===== src/rtl/tx_os_scheduler.sv =====
`default_nettype none
// ============================================================================
// Module      : tx_os_scheduler
// Description : Gen1/Gen2 (8b/10b) single-lane transmit symbol scheduler.
//               Shares the lane between framed packet symbols, periodic SKP
//               ordered sets, EIOS on request and logical-idle (D0.0) fill,
//               and drives the transmitter electrical-idle control.
// Ports       : clk, rst_n             - symbol clock, async active-low reset
//               pkt_valid/data/k/last  - framed link-layer symbol source
//               pkt_ready              - symbol accepted this cycle (comb.)
//               eidle_req              - level request for EIOS + elec. idle
//               tx_data/tx_k           - registered symbol to the encoder
//               tx_elec_idle           - registered transmitter idle control
//               skp_sent/eios_done/underrun_err - registered event pulses
// Revision    : 1.0 - initial release
// ============================================================================
module tx_os_scheduler #(
    parameter int SKP_INTERVAL = 1180,
    parameter int CNT_W        = 11
) (
    input  logic       clk,
    input  logic       rst_n,
    input  logic       pkt_valid,
    input  logic [7:0] pkt_data,
    input  logic       pkt_k,
    input  logic       pkt_last,
    output logic       pkt_ready,
    input  logic       eidle_req,
    output logic [7:0] tx_data,
    output logic       tx_k,
    output logic       tx_elec_idle,
    output logic       skp_sent,
    output logic       eios_done,
    output logic       underrun_err
);

    localparam logic [7:0] c_sym_com  = 8'hBC;
    localparam logic [7:0] c_sym_skp  = 8'h1C;
    localparam logic [7:0] c_sym_idl  = 8'h7C;
    localparam logic [7:0] c_sym_edb  = 8'hFE;
    localparam logic [7:0] c_sym_fill = 8'h00;

    // ST_FILL is the packet boundary: the COM of a SKP or EIOS is emitted
    // straight from it, so ST_SKP / ST_EIOS only cover ordered-set idx 1..3.
    typedef enum logic [2:0] {
        ST_FILL  = 3'd0,
        ST_PKT   = 3'd1,
        ST_SKP   = 3'd2,
        ST_EIOS  = 3'd3,
        ST_EIDLE = 3'd4,
        ST_DRAIN = 3'd5
    } state_t;

    state_t           state_q, state_d;
    logic [1:0]       idx_q, idx_d;
    logic [CNT_W-1:0] cnt_q, cnt_d;
    logic             skp_pend_q, skp_pend_d;
    logic [7:0]       tx_data_q, tx_data_d;
    logic             tx_k_q, tx_k_d;
    logic             tx_elec_idle_q, tx_elec_idle_d;
    logic             skp_sent_q, skp_sent_d;
    logic             eios_done_q, eios_done_d;
    logic             underrun_err_q, underrun_err_d;

    logic             count_en;
    logic             skp_start;
    logic [CNT_W:0]   cnt_inc;

    // One extra bit so the compare cannot wrap when CNT_W is tight.
    assign cnt_inc = {1'b0, cnt_q} + {{CNT_W{1'b0}}, 1'b1};

    always_comb begin
        state_d        = state_q;
        idx_d          = idx_q;
        cnt_d          = cnt_q;
        skp_pend_d     = skp_pend_q;
        tx_data_d      = c_sym_fill;
        tx_k_d         = 1'b0;
        tx_elec_idle_d = 1'b0;
        skp_sent_d     = 1'b0;
        eios_done_d    = 1'b0;
        underrun_err_d = 1'b0;
        pkt_ready      = 1'b0;
        count_en       = 1'b1;
        skp_start      = 1'b0;

        case (state_q)
            ST_FILL: begin
                if (skp_pend_q) begin
                    tx_data_d  = c_sym_com;
                    tx_k_d     = 1'b1;
                    skp_sent_d = 1'b1;
                    skp_start  = 1'b1;
                    count_en   = 1'b0;
                    state_d    = ST_SKP;
                    idx_d      = 2'd1;
                end else if (eidle_req) begin
                    tx_data_d = c_sym_com;
                    tx_k_d    = 1'b1;
                    state_d   = ST_EIOS;
                    idx_d     = 2'd1;
                end else begin
                    pkt_ready = 1'b1;
                    if (pkt_valid) begin
                        tx_data_d = pkt_data;
                        tx_k_d    = pkt_k;
                        if (!pkt_last) begin
                            state_d = ST_PKT;
                        end
                    end
                end
            end
            ST_PKT: begin
                pkt_ready = 1'b1;
                if (!pkt_valid) begin
                    // Source starved mid-packet: nullify with EDB and discard
                    // the remainder of the packet; pkt_last is ignored here.
                    tx_data_d      = c_sym_edb;
                    tx_k_d         = 1'b1;
                    underrun_err_d = 1'b1;
                    state_d        = ST_DRAIN;
                end else begin
                    tx_data_d = pkt_data;
                    tx_k_d    = pkt_k;
                    if (pkt_last) begin
                        state_d = ST_FILL;
                    end
                end
            end
            ST_SKP: begin
                tx_data_d = c_sym_skp;
                tx_k_d    = 1'b1;
                count_en  = 1'b0;
                if (idx_q == 2'd3) begin
                    state_d = ST_FILL;
                    idx_d   = 2'd0;
                end else begin
                    idx_d = idx_q + 2'd1;
                end
            end
            ST_EIOS: begin
                tx_data_d = c_sym_idl;
                tx_k_d    = 1'b1;
                if (idx_q == 2'd3) begin
                    eios_done_d = 1'b1;
                    state_d     = ST_EIDLE;
                    idx_d       = 2'd0;
                end else begin
                    idx_d = idx_q + 2'd1;
                end
            end
            ST_EIDLE: begin
                tx_elec_idle_d = 1'b1;
                count_en       = 1'b0;
                cnt_d          = '0;
                skp_pend_d     = 1'b0;
                if (!eidle_req) begin
                    state_d = ST_FILL;
                end
            end
            ST_DRAIN: begin
                pkt_ready = 1'b1;
                if (pkt_valid && pkt_last) begin
                    state_d = ST_FILL;
                end
            end
            default: begin
                state_d = ST_FILL;
                idx_d   = 2'd0;
            end
        endcase

        // Only one SKP is ever owed: a second expiry while pending is absorbed.
        if (skp_start) begin
            cnt_d      = '0;
            skp_pend_d = 1'b0;
        end else if (count_en) begin
            if (cnt_inc >= (CNT_W+1)'(SKP_INTERVAL)) begin
                cnt_d      = '0;
                skp_pend_d = 1'b1;
            end else begin
                cnt_d = cnt_inc[CNT_W-1:0];
            end
        end
    end

    always_ff @(posedge clk or negedge rst_n) begin
        if (!rst_n) begin
            state_q        <= ST_FILL;
            idx_q          <= 2'd0;
            cnt_q          <= '0;
            skp_pend_q     <= 1'b0;
            tx_data_q      <= 8'h00;
            tx_k_q         <= 1'b0;
            tx_elec_idle_q <= 1'b0;
            skp_sent_q     <= 1'b0;
            eios_done_q    <= 1'b0;
            underrun_err_q <= 1'b0;
        end else begin
            state_q        <= state_d;
            idx_q          <= idx_d;
            cnt_q          <= cnt_d;
            skp_pend_q     <= skp_pend_d;
            tx_data_q      <= tx_data_d;
            tx_k_q         <= tx_k_d;
            tx_elec_idle_q <= tx_elec_idle_d;
            skp_sent_q     <= skp_sent_d;
            eios_done_q    <= eios_done_d;
            underrun_err_q <= underrun_err_d;
        end
    end

    assign tx_data      = tx_data_q;
    assign tx_k         = tx_k_q;
    assign tx_elec_idle = tx_elec_idle_q;
    assign skp_sent     = skp_sent_q;
    assign eios_done    = eios_done_q;
    assign underrun_err = underrun_err_q;

endmodule
`default_nettype wire


===== config.mk =====
export PLATFORM = sky130hd
export DESIGN_NAME = tx_os_scheduler
export DESIGN_NICKNAME = d
export VERILOG_FILES = /design/src/rtl/tx_os_scheduler.sv
export SDC_FILE = /design/constraint.sdc
export NUM_CORES = 1
export LEC_CHECK = 0
export BUFFER_PORTS_ARGS = -buffer_cell sky130_fd_sc_hd__buf_4
export CAP_MARGIN = 5
export CORE_UTILIZATION = 60
export DETAILED_ROUTE_END_ITERATION = 16
export GPL_TIMING_DRIVEN = 0
export PLACE_DENSITY_LB_ADDON = 0.05
export SLEW_MARGIN = 20
export SYNTH_ARGS = -nofsm -noshare
export SYNTH_HDL_FRONTEND = slang
export SYNTH_SLANG_ARGS = --single-unit

===== constraint.sdc =====
create_clock -name clk -period 3.5 [get_ports clk]
set_input_delay 0.525 -clock clk [delete_from_list [all_inputs] [get_ports clk]]
set_output_delay 0.525 -clock clk [all_outputs]
set_load 0.05 [all_outputs]

Yosys cells after proc, flatten, opt, wreduce, memory -nomap -nowiden
Index checks and enable logic that the tools add are counted.
W data, S select, Z words.
{ "totals": {"ff_bits": 30, "input_bits": 14} }
{ "op_classes": {"add_sub_neg": 2, "magnitude_cmp": 1, "eq_ne": 14, "muxes": 45, "n_bitwise": 1, "n_reduce_logical": 9} }
{ "op_table": {"columns": ["cell", "n"], "rows": [
  ["$mux W11", 4],
  ["$mux W8", 4],
  ["$pmux W8 S4", 1],
  ["$mux W3", 10],
  ["$mux W1", 18],
  ["$pmux W3 S6", 1],
  ["$add A11 B1 Y12 const B", 1],
  ["$ge A12 B11 Y1 const B", 1],
  ["$ne A2 B2 Y1 const B", 4],
  ["$ne A4 B4 Y1 const B", 2],
  ["$reduce_and A7 Y1", 1],
  ["$eq A3 B2 Y1 const B", 2],
  ["$eq A3 B3 Y1 const B", 2],
  ["$mux W2", 3],
  ["$ne A3 B3 Y1 const B", 2],
  ["$pmux W2 S3", 1],
  ["$reduce_or A2 Y1", 3],
  ["$pmux W1 S2", 2],
  ["$eq A3 B1 Y1 const B", 1],
  ["$logic_not A3 Y1", 1],
  ["$pmux W1 S3", 1],
  ["$reduce_bool A3 Y1", 1],
  ["$reduce_or A3 Y1", 1],
  ["$add A2 B1 Y2 const B", 1],
  ["4 further kinds", 4]
]} }

Logic depth before layout (Yosys ltp)
{ "depth": {"depth_word": 5, "mapped_depth": 8, "mapped_depth_nobuf": 7} }

Least setup slack after synthesis
No wires, ideal clock.
{ "synth_path": {"kind": "reg2out", "startpoint": "reg state_q[0]", "endpoint": "out pkt_ready", "t_arrival_ns": 1.599, "required_ns": 2.975, "slack_ns": 1.376, "stages_incl_launch_ff": 5, "path_buffers": 2, "cell_sequence": "dfrtp_1 clkbuf_1 buf_1 nor2_1 nor2_1"} }
{ "synth_via": {"elab_chain_len": 3, "elab_cells_between_ends": 5, "cone_classes": "eq/ne: 2; mux: 1; reduce/logical: 2"} }
{ "synth_rtl": {"columns": ["element", "line_no", "text"], "rows": [
  ["from (decl)", "54", "state_t state_q, state_d;"],
  ["from (signal assigned)", "200", "state_q <= state_d;"],
  ["$eq A3 B3 Y1 / $eq A3 B1 Y1 (equally long branches)", "87", "case (state_q)"],
  ["$reduce_or A2 Y1 (no source line)", null, null],
  ["$pmux W1 S2 (*)", "87", null],
  ["to (decl)", "27", "output logic pkt_ready,"]
]} }
Mark *: on every way between the ends. The rest lies on a longest branch, timed or not.

Worst setup path after layout
Ends and elaborated chain as after synthesis.

==> flow_metrics.py <==
metrics = {
    "status": {
        "status": "completed",
    },
    "synth": {
        "syn_inst": 177,
        "synth-seq-cells": 30,
        "ys.flop_type": "dfrtp_1",
        "async_flop_share": 1.000,
        "ys_seq_area_frac": 0.4461,
        "yosysWarnings": 0,
        "synth_edf_count": 0,
        "postSynthAreaPerCell_um2": 9.508,
        "synth_fp_nets": 193,
        "syn-cell-area_um2": 1683,
        "synth_cell_types": 50,
    },
    "global_routing": {
        "grt_pass1_wl_um": 5865,
        "grt_overflow": 0,
        "grt_antenna_before_repair": 0,
        "grt_pass1_vias": 1338,
        "grt_usage": 0.2822,
        "grt_max_degree": 31,
    },
    "worst_setup_path": {
        "crit_arrival_ns": 1.85,
        "crit_path_top_delay_cell": "buf_1",
        "crit_required_ns": 2.97,
        "path_common_cell": "nor2_1",
        "worstPathMaxFanout": 10,
        "path_class": "reg2out",
        "cp-end-kind": "output port",
        "cp-start-kind": "flop",
        "ff2ff_setup_slack_ns": 1.24,
        "cp_cell_sequence": "clkbuf_1, buf_1, nor2_1, nor2_1, buf_4",
        "cpPeakStageDelay_ns": 0.39,
    },
    "sta": {
        "rsz0062_at_grt": "no",
        "finalSetupTns_ns": 0,
        "hold_viol_final": 0,
        "relSlewSlack": 0.6789,
        "slew_viol_final": 0,
        "finalCritPeriodShare": 0.6785,
        "fin_crit_ns": 2.375,
        "fin_skew_ns": 0.005813,
        "fin_hold_ws_ns": 0.08881,
        "setup_viol_count_final": 0,
        "fmax_mhz": 421.1,
        "tightest_slew_ns": 0.4808,
        "fin_ws_ns": 1.125,
    },
    "floorplan": {
        "die_w_um": 54.96,
        "ios": 28,
        "die_height_um": 54.96,
        "die_area_um2": 3021,
        "rows": 18,
        "core_um2": 2567,
        "start_util": 0.6555,
    },
    "clock_tree": {
        "clkSinkCount": 30,
        "clkLatencyLatePin_ns": 0.34,
        "cts_setup_buffers": 0,
        "clockRootBuffer": "clkbuf_4",
        "clockBufferDepth": 2,
        "numCtsBuffers": 5,
        "ctsHoldBuffers": 0,
        "cts_resized": 0,
        "cts_tree": "done",
        "clkTransAtPathRegs_ns": 0.10,
        "htree_num_levels": 2,
    },
    "placement": {
        "finalWeightedCongestion": 0.8407,
        "post-place-ws_ns": 1.317,
        "port_buffers": 27,
        "place_hpwl_um": 2627,
    },
    "min_path": {
        "min_path_type": "in2async",
    },
    "layout": {
        "area.growth.synth_to_final_pct": 18.88,
        "layout_common_cells": "dfrtp_1, buf_4, nand2_1",
        "n_antenna_cell": 0,
        "final_common_cell": "dfrtp_1",
        "nets": 227,
        "drive_gt1_frac": 0.2689,
    },
    "routing": {
        "drcViolationCount": 0,
        "drtIter0Drc": 82,
        "detail_route.wl_per_cell_um": 15.56,
        "num_vias": 1543,
        "dr.pass1.iters": 4,
        "vias_per_cell": 6.376,
        "routed_wl_um": 3766,
        "ant_nets": 0,
    },
    "power": {
        "power.leakage_nw": 0.9398,
        "power_density_nw_per_um2": 820.9,
        "ir_drop_uv": 729.6,
    },
    "flow_run": {
        "maxCapViolCount": 0,
    },
}
-- kinds of logic after synthesis --
family	synth area share
and+or+nand+nor	0.2149
AOI/OAI and AO/OA	0.2379
DFF	0.4461
buffers and inverters	0.05650
muxes	0.01933
xor gates and xnor gates	0.01041
adders and majority gates	0.01487
-- cell usage after synthesis, types with 3 or more instances --
library cell | instances | share of area
dfrtp_1 | 30 | 0.45
nand2_1 | 20 | 0.045
nor2_1 | 14 | 0.031
a21oi_1 | 10 | 0.030
o21ai_0 | 9 | 0.027
nor3_1 | 6 | 0.018
a21o_1 | 5 | 0.022
a221oi_1 | 5 | 0.026
clkbuf_1 | 5 | 0.011
inv_1 | 5 | 0.011
nand2b_1 | 5 | 0.019
a31oi_1 | 4 | 0.015
and3_1 | 4 | 0.015
buf_6 | 3 | 0.020
nand3_1 | 3 | 0.0089
nand4_1 | 3 | 0.011
o21ai_1 | 3 | 0.0089
or2_2 | 3 | 0.011
-- per-stage QoR --
stage	instance area (um^2)	std cells	util	power (W)
floorplan	1683	177	-	0.001144
global placement	1923	234	0.7490	0.001338
detailed placement	1923	234	0.7490	0.001365
CTS	2001	242	0.7792	0.001637
global route	2001	242	0.7792	0.001743
finish	2001	242	0.7792	0.001642
-- power by group --
| part | leakage [nW] | internal, W | switching [W] |
|---|---|---|---|
| registers | 0.386 | 0.000448 | 0.0000597 |
| logic | 0.509 | 0.000307 | 0.000554 |
| clock network | 0.0450 | 0.000148 | 0.000126 |
| total | 0.940 | 0.000903 | 0.000739 |
-- layer usage --
metal / share of wire / global-route usage
met1: 0.43 / 0.3719
met2: 0.48 / 0.4378
met3: 0.077 / 0.06284
met4: 0.015 / 0.1375
met5: 0 / 0
-- cell type report --
type | instances | area [um^2]
Timing Repair Buffer | 27 | 202.7
Inverter | 5 | 18.77
Tap cell | 30 | 37.54
Buffer | 12 | 76.32
Multi-Input combinational cell | 130 | 837.1
Sequential cell | 30 | 750.7
Fill cell | 174 | 566.8
Clock buffer | 5 | 37.54
Clock inverter | 3 | 40.04
-- state kept, by name, indices dropped and copies added, names as in the netlist --
signal	count
skp_pend_q	1
tx_elec_idle	1
tx_k	1
skp_sent	1
underrun_err	1
tx_data	8
idx_q	2
state_q	3
cnt_q	11
eios_done	1
-- path summary, 6_finish.rpt --
path	start	to	cells after the start
setup / recovery	state_q[0]$_DFFE_PN0P_	pkt_ready	5
hold / removal	rst_n	skp_pend_q$_DFF_PN0_	1
setup reg to reg	cnt_q[0]$_DFFE_PN0P_	cnt_q[5]$_DFFE_PN0P_	8
hold reg to reg	idx_q[0]$_DFFE_PN0P_	idx_q[0]$_DFFE_PN0P_	1
max in group asynchronous	rst_n	cnt_q[3]$_DFFE_PN0P_	1
min in group clk	pkt_data[0]	tx_data[0]$_DFF_PN0_	3
-- worst max-delay path: cells and delay by family, from the launching register on --
family / cells / cell delay (ns)
simple gates: 2 / 0.21
buf+inv: 3 / 0.92
flops: 1 / 0.38
Note: power is estimated with default switching activity, not from simulation.
